**config.mk**
```make
export PLATFORM = sky130hd
export DESIGN_NAME = iic_cmd_arbiter
export DESIGN_NICKNAME = d
export VERILOG_FILES = /design/src/rtl/iic_cmd_arbiter.sv
export SDC_FILE = /design/constraint.sdc
export NUM_CORES = 1
export LEC_CHECK = 0
export ABC_AREA = 0
export CAP_MARGIN = 20
export CORE_UTILIZATION = 45
export DETAILED_ROUTE_END_ITERATION = 8
export GPL_TIMING_DRIVEN = 0
export PLACE_DENSITY = 0.89
export SYNTH_ARGS = -nofsm -noshare
export SYNTH_HDL_FRONTEND = slang
export SYNTH_SLANG_ARGS = --single-unit
```
**constraint.sdc**
```tcl
create_clock -name clk -period 6.4 [get_ports clk]
set_clock_uncertainty 0.2 [all_clocks]
set_input_delay 1.28 -clock clk [delete_from_list [all_inputs] [get_ports clk]]
set_output_delay 1.28 -clock clk [all_outputs]
set_load 0.01 [all_outputs]
```
**src/rtl/iic_cmd_arbiter.sv**
```systemverilog
// iic_cmd_arbiter
// Shares one iic_master between N_REQ requesters. A pending single-register
// transaction is picked round-robin, its fields are latched and handed to the
// master, and the result (or a watchdog abort) is returned to the requester
// that was granted.

module iic_cmd_arbiter #(
    parameter int N_REQ   = 4,
    parameter int TIMEOUT = 1000000
) (
    input  logic                     clk,
    input  logic                     rst,
    input  logic                     en,
    input  logic [N_REQ-1:0]         req,
    input  logic [7*N_REQ-1:0]       req_dev_addr,
    input  logic [8*N_REQ-1:0]       req_reg_addr,
    input  logic [N_REQ-1:0]         req_wr,
    input  logic [8*N_REQ-1:0]       req_wdata,
    output logic [N_REQ-1:0]         gnt,
    output logic                     rsp_valid,
    output logic [$clog2(N_REQ)-1:0] rsp_id,
    output logic [7:0]               rsp_rdata,
    output logic                     rsp_err,
    output logic                     busy,
    output logic                     m_en,
    output logic                     m_start,
    output logic [6:0]               m_dev_addr,
    output logic [7:0]               m_reg_addr,
    output logic                     m_wr,
    output logic [7:0]               m_wdata,
    input  logic [7:0]               m_rdata,
    input  logic                     m_done
);

    localparam int IW = $clog2(N_REQ);
    localparam int CW = $clog2(TIMEOUT);
    localparam logic [CW-1:0] CNT_LAST = CW'(TIMEOUT - 1);
    localparam logic [IW-1:0] PTR_INIT = IW'(N_REQ - 1);

    typedef enum logic [1:0] {
        S_IDLE,
        S_ISSUE,
        S_WAIT,
        S_RESP
    } state_t;

    state_t            state, state_n;
    logic [IW-1:0]     ptr, ptr_n;
    logic [CW-1:0]     cnt, cnt_n;
    logic [N_REQ-1:0]  gnt_n;
    logic              rsp_valid_n;
    logic [IW-1:0]     rsp_id_n;
    logic [7:0]        rsp_rdata_n;
    logic              rsp_err_n;
    logic              m_start_n;
    logic [6:0]        m_dev_addr_n;
    logic [7:0]        m_reg_addr_n;
    logic              m_wr_n;
    logic [7:0]        m_wdata_n;

    logic              sel_found;
    logic [IW-1:0]     sel_idx;

    // Round-robin search: first requester after the last granted one
    always_comb begin
        int cand;
        sel_found = 1'b0;
        sel_idx   = '0;
        cand      = 0;
        for (int k = 1; k <= N_REQ; k++) begin
            cand = int'(ptr) + k;
            if (cand >= N_REQ) begin
                cand = cand - N_REQ;
            end
            if (!sel_found && req[cand]) begin
                sel_found = 1'b1;
                sel_idx   = IW'(cand);
            end
        end
    end

    // Next-state and next-output logic for the transaction sequencer
    always_comb begin
        state_n      = state;
        ptr_n        = ptr;
        cnt_n        = cnt;
        gnt_n        = '0;
        rsp_valid_n  = 1'b0;
        rsp_id_n     = rsp_id;
        rsp_rdata_n  = rsp_rdata;
        rsp_err_n    = rsp_err;
        m_start_n    = m_start;
        m_dev_addr_n = m_dev_addr;
        m_reg_addr_n = m_reg_addr;
        m_wr_n       = m_wr;
        m_wdata_n    = m_wdata;

        case (state)
            S_IDLE: begin
                if (en && sel_found) begin
                    state_n        = S_ISSUE;
                    ptr_n          = sel_idx;
                    gnt_n[sel_idx] = 1'b1;
                    m_dev_addr_n   = req_dev_addr[int'(sel_idx)*7 +: 7];
                    m_reg_addr_n   = req_reg_addr[int'(sel_idx)*8 +: 8];
                    m_wr_n         = req_wr[sel_idx];
                    m_wdata_n      = req_wdata[int'(sel_idx)*8 +: 8];
                end
            end
            S_ISSUE: begin
                m_start_n = 1'b1;
                cnt_n     = '0;
                state_n   = S_WAIT;
            end
            S_WAIT: begin
                cnt_n = cnt + 1'b1;
                if (m_done) begin
                    rsp_rdata_n = m_wr ? 8'h00 : m_rdata;
                    rsp_err_n   = 1'b0;
                    rsp_id_n    = ptr;
                    rsp_valid_n = 1'b1;
                    m_start_n   = 1'b0;
                    state_n     = S_RESP;
                end else if (cnt == CNT_LAST) begin
                    rsp_rdata_n = 8'h00;
                    rsp_err_n   = 1'b1;
                    rsp_id_n    = ptr;
                    rsp_valid_n = 1'b1;
                    m_start_n   = 1'b0;
                    state_n     = S_RESP;
                end
            end
            S_RESP: begin
                state_n = S_IDLE;
            end
            default: begin
                state_n = S_IDLE;
            end
        endcase
    end

    // State and output registers; reset discards any transaction in flight
    always_ff @(posedge clk) begin
        if (rst) begin
            state      <= S_IDLE;
            ptr        <= PTR_INIT;
            cnt        <= '0;
            gnt        <= '0;
            rsp_valid  <= 1'b0;
            rsp_id     <= '0;
            rsp_rdata  <= 8'h00;
            rsp_err    <= 1'b0;
            m_en       <= 1'b0;
            m_start    <= 1'b0;
            m_dev_addr <= 7'h00;
            m_reg_addr <= 8'h00;
            m_wr       <= 1'b0;
            m_wdata    <= 8'h00;
        end else begin
            state      <= state_n;
            ptr        <= ptr_n;
            cnt        <= cnt_n;
            gnt        <= gnt_n;
            rsp_valid  <= rsp_valid_n;
            rsp_id     <= rsp_id_n;
            rsp_rdata  <= rsp_rdata_n;
            rsp_err    <= rsp_err_n;
            m_en       <= en;
            m_start    <= m_start_n;
            m_dev_addr <= m_dev_addr_n;
            m_reg_addr <= m_reg_addr_n;
            m_wr       <= m_wr_n;
            m_wdata    <= m_wdata_n;
        end
    end

    assign busy = (state != S_IDLE);

endmodule

```
==> flow_summary.json <==
{
  "crit_arrival_ps": 3690,
  "synth_enable_flop_cells": 0,
  "required_ps": 6460,
  "hpwl_um": 7810,
  "fin_area_mm2": 0.00518,
  "drc": 0,
  "antenna_found_initial": 0,
  "synth_top_area_cell": "dfxtp_1",
  "area_growth_pct": 55.1,
  "worstReg2RegEnd": "m_dev_addr[1]",
  "io_buffer_count": 153,
  "slew_viol_final": 0,
  "status": "completed",
  "maxClockFrequency_mhz": 275,
  "worst_slew_pin_slew_ps": 886,
  "synth_top_flop_cell": "dfxtp_1",
  "gp_congestion": 0.854,
  "grt_pass1_wl_um": 15700,
  "tns_ps": 0,
  "r2r_start": "state[0]",
  "setup_viol": 0,
  "grt_pass1_vias": 3328,
  "avgSynthCellArea_um2": 8.77,
  "min_period_ps": 3630,
  "antenna_cells": 0,
  "yosysSeqAreaShare_pct": 39.5,
  "hp-class": "reg -> reg",
  "fp-row-count": 31,
  "tritoncts": "yes",
  "p_per_area_mw_per_mm2": 275,
  "postCtsResizedCells": 0,
  "ir_drop_mv": 0.158,
  "period_share_pct": 56.7,
  "wl_per_cell_um": 15.6,
  "grt_setup_unrepaired": "false",
  "relSlewSlack_pct": 40.5,
  "grt_overflow_total": 0,
  "core_area_mm2": 0.00721,
  "num_vias": 3501,
  "netlist_instances": 381,
  "cts_max_level": 3,
  "critPathKind": "in -> reg",
  "die_area_mm2": 0.00778,
  "cts_root_buf": "clkbuf_8",
  "cts_max_path_buffers": 2,
  "critPathMaxFanout": 10,
  "ant_nets": 0,
  "ys_warn_count": 0,
  "cellLeakagePower_uw": 0.00196,
  "die_x_um": 88.2,
  "placed_area_mm2": 0.00500,
  "drive_above_1_share_pct": 6.35,
  "fin_ws_ps": 2770,
  "reg2reg_slack_ps": 3830,
  "synth-async-reset-ratio_pct": 0,
  "drv_cap": 0,
  "clk_latency_ps": 340,
  "cts_sinks": 66,
  "netlist_area_mm2": 0.00334,
  "grt_util_all_layers_pct": 26.1,
  "endpoint_kind": "flip-flop",
  "synth_top_area_share_pct": 39.5,
  "whs_path_depth": 1,
  "viasPerCell": 5.39,
  "ys_top_cells_by_area": "dfxtp_1 (40%), mux2i_1 (8.1%), a21boi_0 (5.6%), o211ai_1 (5.4%), and3_1 (5.2%)",
  "hp-start": "rsp_err",
  "drt-initial-drc-count": 170,
  "synth_cell_type_count": 50,
  "initial_core_util_pct": 46.3,
  "worst_setup_path_start_kind": "primary input",
  "pin_count": 155,
  "wirelength_um": 10200,
  "numCtsBuffers": 9,
  "worstRegToRegCells": 7,
  "worstHoldEndpoint": "rsp_err",
  "clk_pin_slew_worst_paths_ps": 80,
  "ys_seq_elements": 66,
  "drt_pass1_iterations": 4,
  "num-nets-final": 661,
  "grt_start_max_net_pins": 13,
  "hold_buffers": 0,
  "finalHoldViolCount": 0,
  "fill_cells": 558,
  "cts_setup_buffers": 0,
  "pre_cts_ws_ps": 2460,
  "die_h_um": 88.2,
  "synth_fp_nets": 496
}
## critical path: stages
cell             delay (ps)
clkdlybuf4s50_1         550
or4_1                   210
nand3_1                 160
nor3_1                  760
clkbuf_1                400
o21ai_0                 200
o211ai_1                130
## through the flow
stage / total power (uW) / utilization [%] / hold WS, ps / instances
after CTS: 1430 / 71.9 / 276 / 650
after floorplan: 840 / - / 262 / 381
after detailed placement: 1110 / 69.4 / 258 / 634
after global routing: 1500 / 71.9 / 305 / 650
after global placement: 1090 / 69.3 / 253 / 633
final: 1430 / 71.9 / 274 / 650
## power by group
| part | internal (uW) | leakage, uW | switching [uW] |
|---|---|---|---|
| Sequential | 482 | 0.000537 | 38.3 |
| Clock | 151 | 0.0000882 | 165 |
| Combinational | 302 | 0.00134 | 288 |
| Total | 935 | 0.00196 | 491 |
## area by class of cell
class / instances / area [um2] / area share [%]
multi-input combinational: 282 / 1870 / 36.1
timing repair buffer: 154 / 1540 / 29.6
sequential: 66 / 1320 / 25.5
clock buffer: 10 / 138 / 2.66
buffer: 27 / 128 / 2.46
tap: 99 / 124 / 2.39
clock inverter: 6 / 42.5 / 0.821
inverter: 6 / 22.5 / 0.434
## how the worst max path moves through the flow
stage                               end  slack [ps]    from
final                     m_dev_addr[1]        2770  req[3]
after global routing      m_dev_addr[1]        2620  req[0]
after global placement             m_wr        2610  req[3]
after floorplan           m_dev_addr[1]        3530  req[3]
after CTS                 m_dev_addr[1]        2800  req[3]
after detailed placement  m_reg_addr[6]        2460  req[3]
## registers in the layout, summed over array words and instances, names as in the netlist
signal / count
cnt: 20
gnt: 4
m_dev_addr: 7
m_en: 1
m_reg_addr: 8
m_start: 1
m_wdata: 8
m_wr: 1
ptr: 2
rsp_err: 1
rsp_id: 2
rsp_rdata: 8
rsp_valid: 1
state: 2
## cell usage in the layout, fill, tap and decap left out, types with 8 or more instances in the layout
| cell type | instances |
|---|---|
| nand2_1 | 32 |
| buf_2 | 9 |
| o21ai_0 | 25 |
| clkbuf_1 | 16 |
| clkdlybuf4s50_1 | 153 |
| nor2_1 | 26 |
| a21oi_1 | 9 |
| xor2_1 | 8 |
| a21boi_0 | 25 |
| mux2i_1 | 27 |
| dfxtp_1 | 66 |
| and3_1 | 28 |
| a22o_1 | 8 |
| clkbuf_8 | 10 |
| o211ai_1 | 24 |
## Yosys cell counts (2+ instances only)
cell,number
o21ai_0,25
clkbuf_1,16
a22o_1,8
buf_2,8
xnor2_1,7
nand2b_1,3
nand4_1,7
nor3_1,3
mux2i_1,27
or3_1,5
ha_1,3
a21oi_1,9
nand3_1,4
nand2_1,32
nor2_1,26
and2_1,3
inv_1,6
buf_6,2
o211ai_1,24
nand4b_1,2
nor2b_1,5
and3_1,28
a21boi_0,25
dfxtp_1,66
o21ai_1,5
xor2_1,8
## logic make-up (layout without fill, tap and decap cells)
kind of cell | count (synthesis) | count (layout) | share of synthesized area (%)
compound gates | 109 | 109 | 22.7
xor+xnor | 15 | 15 | 3.93
fa+ha+maj | 3 | 3 | 1.12
buf+inv | 33 | 203 | 4.49
flops | 66 | 66 | 39.5
mux | 27 | 27 | 8.08
simple gates | 128 | 128 | 20.2
## routing by layer
layer | wire length, um | GRT usage, %
met2 | 5040 | 45.5
met4 | 295 | 10.4
met3 | 675 | 6.31
met1 | 4150 | 30.8
met5 | 0 | 0
(Power assumes the default switching activity.)
